===== config.mk =====
export PLATFORM = sky130hd
export DESIGN_NAME = tx_control
export DESIGN_NICKNAME = d
export VERILOG_FILES = /design/src/rtl/tx_control_pkg.sv /design/src/rtl/tx_frame_byte_sel.sv /design/src/rtl/tx_control.sv
export SDC_FILE = /design/constraint.sdc
export NUM_CORES = 1
export LEC_CHECK = 0
export CAP_MARGIN = 0
export CORE_MARGIN = 4
export CORE_UTILIZATION = 44
export DETAILED_ROUTE_END_ITERATION = 6
export PLACE_DENSITY = 0.7
export SYNTH_ARGS = -nofsm -noshare
export SYNTH_HDL_FRONTEND = slang
export SYNTH_HIERARCHICAL = 1
export SYNTH_SLANG_ARGS = --single-unit

===== constraint.sdc =====
create_clock -name CLK -period 3.3 [get_ports CLK]
set_input_delay 0.495 -clock CLK [delete_from_list [all_inputs] [get_ports CLK]]
set_output_delay 0.495 -clock CLK [all_outputs]
set_load 0.02 [all_outputs]

===== src/rtl/tx_control_pkg.sv =====
// Shared constants, state encoding and helpers for the tx_control frame sender.
// Optional build macro: TX_CHECKSUM_EN appends an XOR checksum byte to each frame.
package tx_control_pkg;

  localparam int unsigned PHASE_W = 10;
  localparam int unsigned BYTE_W  = 8;
  localparam int unsigned IDX_W   = 4;

  localparam logic [BYTE_W-1:0] TAG_1 = 8'h01;
  localparam logic [BYTE_W-1:0] TAG_2 = 8'h02;
  localparam logic [BYTE_W-1:0] TAG_3 = 8'h03;
  localparam logic [BYTE_W-1:0] TAG_4 = 8'h04;

  localparam int unsigned FRAME_LEN_BASE = 12;
  localparam int unsigned FRAME_LEN_CSUM = 13;

`ifdef TX_CHECKSUM_EN
  localparam bit CSUM_EN = 1'b1;
`else
  localparam bit CSUM_EN = 1'b0;
`endif

  localparam int unsigned FRAME_LEN = CSUM_EN ? FRAME_LEN_CSUM : FRAME_LEN_BASE;

  typedef enum logic [2:0] {
    ST_IDLE,
    ST_LOAD,
    ST_SEND,
    ST_NEXT,
    ST_DONE
  } state_t;

  typedef struct packed {
    logic [PHASE_W-1:0] p1;
    logic [PHASE_W-1:0] p2;
    logic [PHASE_W-1:0] p3;
    logic [PHASE_W-1:0] p4;
  } phases_t;

  // Upper two phase bits, zero-extended to a byte.
  function automatic logic [BYTE_W-1:0] phase_hi(input logic [PHASE_W-1:0] p);
    return {6'b0, p[9:8]};
  endfunction

  function automatic logic [BYTE_W-1:0] phase_lo(input logic [PHASE_W-1:0] p);
    return p[7:0];
  endfunction

endpackage


===== src/rtl/tx_frame_byte_sel.sv =====
// Maps a frame byte index and the captured phase words to the byte to transmit.
// With TX_CHECKSUM_EN defined, index 12 yields the XOR of bytes 0-11.
module tx_frame_byte_sel
  import tx_control_pkg::*;
(
  input  logic [IDX_W-1:0]  idx,
  input  phases_t           phases,
  output logic [BYTE_W-1:0] data_c
);

`ifdef TX_CHECKSUM_EN
  logic [BYTE_W-1:0] csum_c;

  always_comb begin
    csum_c = TAG_1 ^ TAG_2 ^ TAG_3 ^ TAG_4
           ^ phase_hi(phases.p1) ^ phase_lo(phases.p1)
           ^ phase_hi(phases.p2) ^ phase_lo(phases.p2)
           ^ phase_hi(phases.p3) ^ phase_lo(phases.p3)
           ^ phase_hi(phases.p4) ^ phase_lo(phases.p4);
  end
`endif

  always_comb begin
    data_c = '0;
    case (idx)
      4'd0:    data_c = TAG_1;
      4'd1:    data_c = phase_hi(phases.p1);
      4'd2:    data_c = phase_lo(phases.p1);
      4'd3:    data_c = TAG_2;
      4'd4:    data_c = phase_hi(phases.p2);
      4'd5:    data_c = phase_lo(phases.p2);
      4'd6:    data_c = TAG_3;
      4'd7:    data_c = phase_hi(phases.p3);
      4'd8:    data_c = phase_lo(phases.p3);
      4'd9:    data_c = TAG_4;
      4'd10:   data_c = phase_hi(phases.p4);
      4'd11:   data_c = phase_lo(phases.p4);
`ifdef TX_CHECKSUM_EN
      4'd12:   data_c = csum_c;
`endif
      default: data_c = '0;
    endcase
  end

endmodule


===== src/rtl/tx_control.sv =====
// Frame sequencer: captures four phase words on Start_Sig and feeds a UART one byte at a time.
// Optional build macro: TX_CHECKSUM_EN (13-byte frame with trailing XOR checksum).
module tx_control
  import tx_control_pkg::*;
(
  input  logic               CLK,
  input  logic               RSTn,
  input  logic               Start_Sig,
  input  logic [PHASE_W-1:0] phase_1,
  input  logic [PHASE_W-1:0] phase_2,
  input  logic [PHASE_W-1:0] phase_3,
  input  logic [PHASE_W-1:0] phase_4,
  input  logic               TX_Done_Sig,
  output logic               TX_En_Sig,
  output logic [BYTE_W-1:0]  TX_Data,
  output logic               Busy,
  output logic               Done_Sig
);

  localparam logic [IDX_W-1:0] LAST_IDX = IDX_W'(FRAME_LEN - 1);

  state_t            state;
  logic [IDX_W-1:0]  idx;
  phases_t           phases;
  logic [IDX_W-1:0]  sel_idx_c;
  logic [BYTE_W-1:0] sel_byte_c;

  // In NEXT the byte being loaded belongs to the index about to be stored.
  assign sel_idx_c = (state == ST_NEXT) ? IDX_W'(idx + 1'b1) : idx;

  tx_frame_byte_sel u_byte_sel (
    .idx    (sel_idx_c),
    .phases (phases),
    .data_c (sel_byte_c)
  );

  always_ff @(posedge CLK or negedge RSTn) begin
    if (!RSTn) begin
      state     <= ST_IDLE;
      idx       <= '0;
      phases    <= '0;
      TX_En_Sig <= 1'b0;
      TX_Data   <= '0;
      Busy      <= 1'b0;
      Done_Sig  <= 1'b0;
    end else begin
      Done_Sig <= 1'b0;
      case (state)
        ST_IDLE: begin
          if (Start_Sig) begin
            phases <= {phase_1, phase_2, phase_3, phase_4};
            idx    <= '0;
            Busy   <= 1'b1;
            state  <= ST_LOAD;
          end
        end
        ST_LOAD: begin
          TX_En_Sig <= 1'b1;
          TX_Data   <= sel_byte_c;
          state     <= ST_SEND;
        end
        ST_SEND: begin
          if (TX_Done_Sig) begin
            TX_En_Sig <= 1'b0;
            state     <= ST_NEXT;
          end
        end
        ST_NEXT: begin
          idx <= IDX_W'(idx + 1'b1);
          if (idx == LAST_IDX) begin
            Done_Sig <= 1'b1;
            state    <= ST_DONE;
          end else begin
            TX_En_Sig <= 1'b1;
            TX_Data   <= sel_byte_c;
            state     <= ST_SEND;
          end
        end
        ST_DONE: begin
          Busy  <= 1'b0;
          state <= ST_IDLE;
        end
        default: state <= ST_IDLE;
      endcase
    end
  end

endmodule


==> metrics.cfg, run 1 <==
[grt]
grt-ovfl-total = 0
grt_max_degree = 43
grt_pass1_wl_um = 8990
antenna_found_initial = 0
grt_pass1_vias = 1853
grt_usage_pct = 15.6

[place]
placed_area_um2 = 3330
place_congestion = 0.821
place_inst = 333
dp_hpwl_um = 3800
port_buffers = 54

[detailed_routing]
highest_layer = met4
num_vias = 1819
wl_met3_um = 399
drc = 0
wl_um = 5280
vias_per_cell = 5.24
first_iter_violations = 40
dr.pass1.iters = 4
drtAntennaViolNets = 0
routedWlPerCell_um = 15.2
wl_met1_um = 2480
wl_met2_um = 2310

[worst_setup_path]
startpoint_type = register
critPathKind = register to register
cp_cell_sequence = nand3b_1 -> inv_1 -> ha_1 -> inv_1 -> mux2_2 -> o221ai_1 -> nand3_1 -> mux2_1
cpMostUsedCell = inv_1
cp_num_buf_inv = 2
worst-r2r-cell-count = 8
critical-path-top-delay-family = multiplexers
slowest_delay_ns = 0.51
cp_max_fo = 19
cp.required_ns = 3.51
worst-path-stages = 8
cp_slowest_cell = dfrtp_1
arrival_ns = 2.95
worstSetupEndpointType = register

[clocking]
post_cts_buffers = 0
clkLatencyLatePin_ns = 0.33
htreeDepth = 3
tritoncts = yes
root_buffer = clkbuf_8
cts.sinks = 58
cts_buffers = 9
cts_resized = 0
clkTransAtPathRegs_ns = 0.06
cts_buffer_depth = 2
holdBufCountCts = 0

[floorplanning]
initial_utilization_pct = 45.8
die_x_um = 87.0
rows = 28
pin_count = 55
dieHeight_um = 87.0
dieArea_um2 = 7560
core_um2 = 5990

[sta]
setup_tns_ns = 0
finalCriticalPeriod_ns = 2.74
fin_hold_ws_ns = 0.0817
setup_viol = 0
fmax_mhz = 366
finalHoldViolCount = 0
finClkSkew_ns = 0.00323
worst_slew_pin_slew_ns = 0.632
max-slew-margin-rel_pct = 57.8
final_max_slew_viol_count = 0
grt_setup_unrepaired = no
fin_crit_sh_pct = 82.9

[synth]
synth_compound_area_share_pct = 9.44
synth-seq-cells = 58
synth_top_family_by_area = multiplexers
yosysWarnings = 6
syn-cell-area_um2 = 2740
netlist_instances = 207
syn_area_per_cell_um2 = 13.3
muxShareOfSynthArea_pct = 22.0
yosysSeqAreaShare_pct = 52.9
synth-simple-area-share_pct = 10.1
synth-xor-area-share_pct = 0.638
synthAdderAreaFrac_pct = 0.912
syn_nets = 253
synth.distinct_cells = 46

[final_layout]
areaGrowthSynthToFinish_pct = 26.8
final_common_cell = dfrtp_1
design_area_um2 = 3480
layout_common_cells = 58 x dfrtp_1, 53 x clkdlybuf4s50_1, 45 x mux2_1
stdcell_count = 347
final.fill_count = 504
fin_nets = 315
drive_gt1_share_pct = 12.5
diodes = 0
final_util_pct = 58.1

[power_and_ir_drop]
static-leakage-power_nw = 1.48
power.ir.vdd_worst_mv = 0.358
powerDensity_nw_per_um2 = 819

[run]
max_cap_violations = 0

[worst_hold_path]
worstHoldPathType = input pin to async pin

[outcome]
status = complete, no violations

==> path summary, 6_finish.rpt <==
path | startpoint | end | slack [ns]
worst min register to register | phases[13]$_DFFE_PN0P_ | phases[13]$_DFFE_PN0P_ | 0.49
min in group CLK | phases[13]$_DFFE_PN0P_ | phases[13]$_DFFE_PN0P_ | 0.49
worst max register to register | state[1]$_DFFE_PN0P_ | TX_Data[1]$_DFFE_PN0P_ | 0.56
worst min-delay path | RSTn | phases[37]$_DFFE_PN0P_ | 0.08
worst max-delay path | state[1]$_DFFE_PN0P_ | TX_Data[1]$_DFFE_PN0P_ | 0.56
max in group asynchronous | RSTn | phases[10]$_DFFE_PN0P_ | 2.56
==> worst reg2reg max path, stage by stage (launching register included) <==
cell and delay (ns):
dfrtp_1 0.51, nand3b_1 0.24, inv_1 0.18, ha_1 0.24
inv_1 0.47, mux2_2 0.41, o221ai_1 0.16, nand3_1 0.09
mux2_1 0.29
==> sequential cells by signal, indices dropped and copies added, names as in the netlist <==
register	flops
phases	40
TX_Data	8
idx	4
state	3
Busy	1
Done_Sig	1
TX_En_Sig	1
==> kinds of logic (layout without fill, tap and decap cells) <==
family,Yosys count,count (layout)
AND/OR/NAND/NOR,43,43
buffers and inverters,14,79
AO/OA/AOI/OAI,34,34
flip-flops,58,58
adder cells (fa/ha/maj),2,2
XOR/XNOR,2,2
multiplexers,54,54
==> cells in the mapped netlist (all sizes together) <==
cell type	number	area, µm²
a211o	1	8.76
a21o	1	7.51
a21oi	3	15.0
a221o	1	10.0
a22oi	9	72.6
a31oi	3	25.0
a32oi	3	26.3
and2	4	27.5
and2b	2	15.0
and3	1	6.26
and4bb	1	12.5
buf	9	91.3
dfrtp	58	1450
ha	2	25.0
inv	5	18.8
mux2	51	574
mux2i	3	30.0
nand2	9	33.8
nand2b	3	26.3
nand3	3	15.0
nand3b	1	7.51
nor2	9	36.3
nor2b	1	6.26
nor3	2	10.0
nor3b	5	48.8
nor4b	1	23.8
o211ai	2	20.0
o21ai	3	18.8
o221ai	1	8.76
o22ai	6	37.5
o2bb2ai	1	8.76
or2b	1	7.51
xnor2	1	8.76
xor2	1	8.76
==> per-layer routing <==
metal	track usage (%)	vias up
met1	20.3	876
li1	-	882
met5	0	-
met3	5.77	10
met4	7.22	0
met2	23.2	51
==> metrics by stage <==
| step | setup WS [ns] | power [W] |
|---|---|---|
| after global routing | 0.328 | 0.00307 |
| after floorplan | 1.00 | 0.00205 |
| after detailed placement | 0.555 | 0.00235 |
| after CTS | 0.551 | 0.00289 |
| after global placement | 0.665 | 0.00232 |
| final | 0.565 | 0.00285 |
==> report_power, final <==
group / internal (W) / total (W) / switching, W
Sequential: 0.00103 / 0.00123 / 0.000200
Combinational: 0.000567 / 0.00109 / 0.000519
Clock: 0.000285 / 0.000530 / 0.000245
Total: 0.00188 / 0.00285 / 0.000964
==> final cells by class <==
class	count	area (µm²)	area share [%]
Timing Repair Buffer	60	581	16.7
Multi-Input combinational cell	135	1180	34.0
Clock buffer	14	153	4.39
Sequential cell	58	1450	41.7
Tap cell	75	93.8	2.70
Inverter	5	18.8	0.539
Power figures use the tool's default switching activity.
==> run 2: changes to the inputs <==
PLACE_DENSITY = 0.73   (was 0.7)
clock period = 2.4 ns   (was 3.3 ns; I/O delays follow)
==> metrics.cfg, run 2 (synthesized netlist as in run 1, its figures left out) <==
[outcome]
status = complete, no violations

[worst_setup_path]
cp.required_ns = 2.62
cp_cell_sequence = nand3b_1 -> inv_1 -> ha_1 -> inv_1 -> mux2_2 -> o221ai_1 -> nand3_1 -> mux2_1
critical-path-top-delay-family = multiplexers
cp_num_buf_inv = 2
slowest_delay_ns = 0.39
cp_max_fo = 10
startpoint_type = register
critPathKind = register to register
r2r_end = TX_Data[1]$_DFFE_PN0P_
reg2reg_setup_slack_ns = 0.1
worstSetupEndpointType = register
cp_slowest_cell = mux2_2
arrival_ns = 2.52
rr_startpoint = state[2]$_DFFE_PN0P_
cpMostUsedCell = inv_1
worst-r2r-cell-count = 8

[floorplanning]
dieHeight_um = 87.0
pin_count = 55
core_um2 = 5990
rows = 28
dieArea_um2 = 7560
die_x_um = 87.0
initial_utilization_pct = 45.8

[clocking]
post_cts_buffers = 0
root_buffer = clkbuf_8
htreeDepth = 3
cts_buffers = 9
clkTransAtPathRegs_ns = 0.06
holdBufCountCts = 0
tritoncts = yes
cts_buffer_depth = 2
clkLatencyLatePin_ns = 0.33
cts.sinks = 58
cts_resized = 0

[grt]
grt_pass1_wl_um = 9320
grt-ovfl-total = 0
grt_pass1_vias = 1929
grt_usage_pct = 16.3
grt_max_degree = 43
antenna_found_initial = 0

[detailed_routing]
drc = 0
routedWlPerCell_um = 15.7
dr.pass1.iters = 4
num_vias = 1858
wl_um = 5500
vias_per_cell = 5.29
first_iter_violations = 76
drtAntennaViolNets = 0

[sta]
setup_tns_ns = 0
grt_setup_unrepaired = no
final_max_slew_viol_count = 0
finalCriticalPeriod_ns = 2.30
finalHoldViolCount = 0
finClkSkew_ns = 0.00462
max-slew-margin-rel_pct = 55.9
fmax_mhz = 434
worst_slew_pin_slew_ns = 0.661
fin_crit_sh_pct = 95.9
setup_viol = 0

[final_layout]
final_util_pct = 59.2
reg.largest.list = phases: 40 flops, TX_Data: 8 flops, idx: 4 flops
final_common_cell = dfrtp_1
layout_common_cells = 58 x dfrtp_1, 53 x clkdlybuf4s50_1, 45 x mux2_1
drive_gt1_share_pct = 14.5
fin_nets = 320
largest_register_ffs = 40
regMostFlops = phases
diodes = 0
areaGrowthSynthToFinish_pct = 29.3
final.fill_count = 508

[power_and_ir_drop]
powerDensity_nw_per_um2 = 1150
power.ir.vdd_worst_mv = 0.588
static-leakage-power_nw = 1.52

[place]
dp_hpwl_um = 4010
port_buffers = 54
place_congestion = 0.846

[run]
max_cap_violations = 0

[worst_hold_path]
worstHoldPathType = input pin to async pin

## run 2: cell count changes in the layout (fill, tap and decap cells not counted)
| cell | before | now |
|---|---|---|
| buf_12 | 0 | 2 |
| buf_4 | 6 | 9 |
| clkbuf_1 | 4 | 2 |
| clkbuf_8 | 10 | 11 |
## run 2: worst max path at each step
stage          depth (start not counted)                 start                endpoint
2_1_floorplan                          9  state[2]$_DFFE_PN0P_  TX_Data[2]$_DFFE_PN0P_
3_3_place_gp                           8  state[2]$_DFFE_PN0P_  TX_Data[1]$_DFFE_PN0P_
3_5_place_dp                           8  state[2]$_DFFE_PN0P_  TX_Data[1]$_DFFE_PN0P_
4_1_cts                                8  state[2]$_DFFE_PN0P_  TX_Data[1]$_DFFE_PN0P_
5_1_grt                                8  state[2]$_DFFE_PN0P_  TX_Data[1]$_DFFE_PN0P_
6_report                               8  state[2]$_DFFE_PN0P_  TX_Data[1]$_DFFE_PN0P_
## run 2: stage by stage
stage	std cells	power, W	instance area, µm²	hold slack (ns)	setup slack (ns)
2_1_floorplan	207	0.00282	2740	0.0644	0.102
3_3_place_gp	338	0.00329	3390	0.434	0.206
3_5_place_dp	338	0.00334	3390	0.433	0.131
4_1_cts	351	0.00412	3550	0.0653	0.106
5_1_grt	351	0.00437	3550	0.103	0.00539
6_report	351	0.00407	3550	0.0593	0.0974
## run 2: final cells by class
class                   instances  area, µm²  area share, %
flip-flops and latches         58       1450           40.9
inverters                       5       18.8          0.529
well taps                      75       93.8           2.64
clock buffers                  13        159           4.48
multi-input cells             135       1180           33.3
repair buffers                 65        643           18.1
## run 2: metal layers
| metal | vias to the layer above | track usage (%) | part of all wire (%) |
|---|---|---|---|
| met3 | 6 | 6.81 | 7.3 |
| met5 | - | 0 | 0 |
| met1 | 911 | 21.0 | 45 |
| li1 | 887 | - | - |
| met4 | 0 | 5.52 | 0.84 |
| met2 | 54 | 24.7 | 46 |
## run 2: report_power, final
part / switching (W) / total [W] / internal, W
sequential: 0.000252 / 0.00167 / 0.00142
clock: 0.000339 / 0.000753 / 0.000414
combinational: 0.000785 / 0.00165 / 0.000861
total: 0.00138 / 0.00407 / 0.00269
## run 2: worst reg2reg max path: cells and delay by family (launching register included)
family	cells	cell delay [ns]
AO/OA/AOI/OAI	1	0.18
adder cells (fa/ha/maj)	1	0.24
buffers and inverters	2	0.46
flip-flops	1	0.37
multiplexers	2	0.67
AND/OR/NAND/NOR	2	0.27
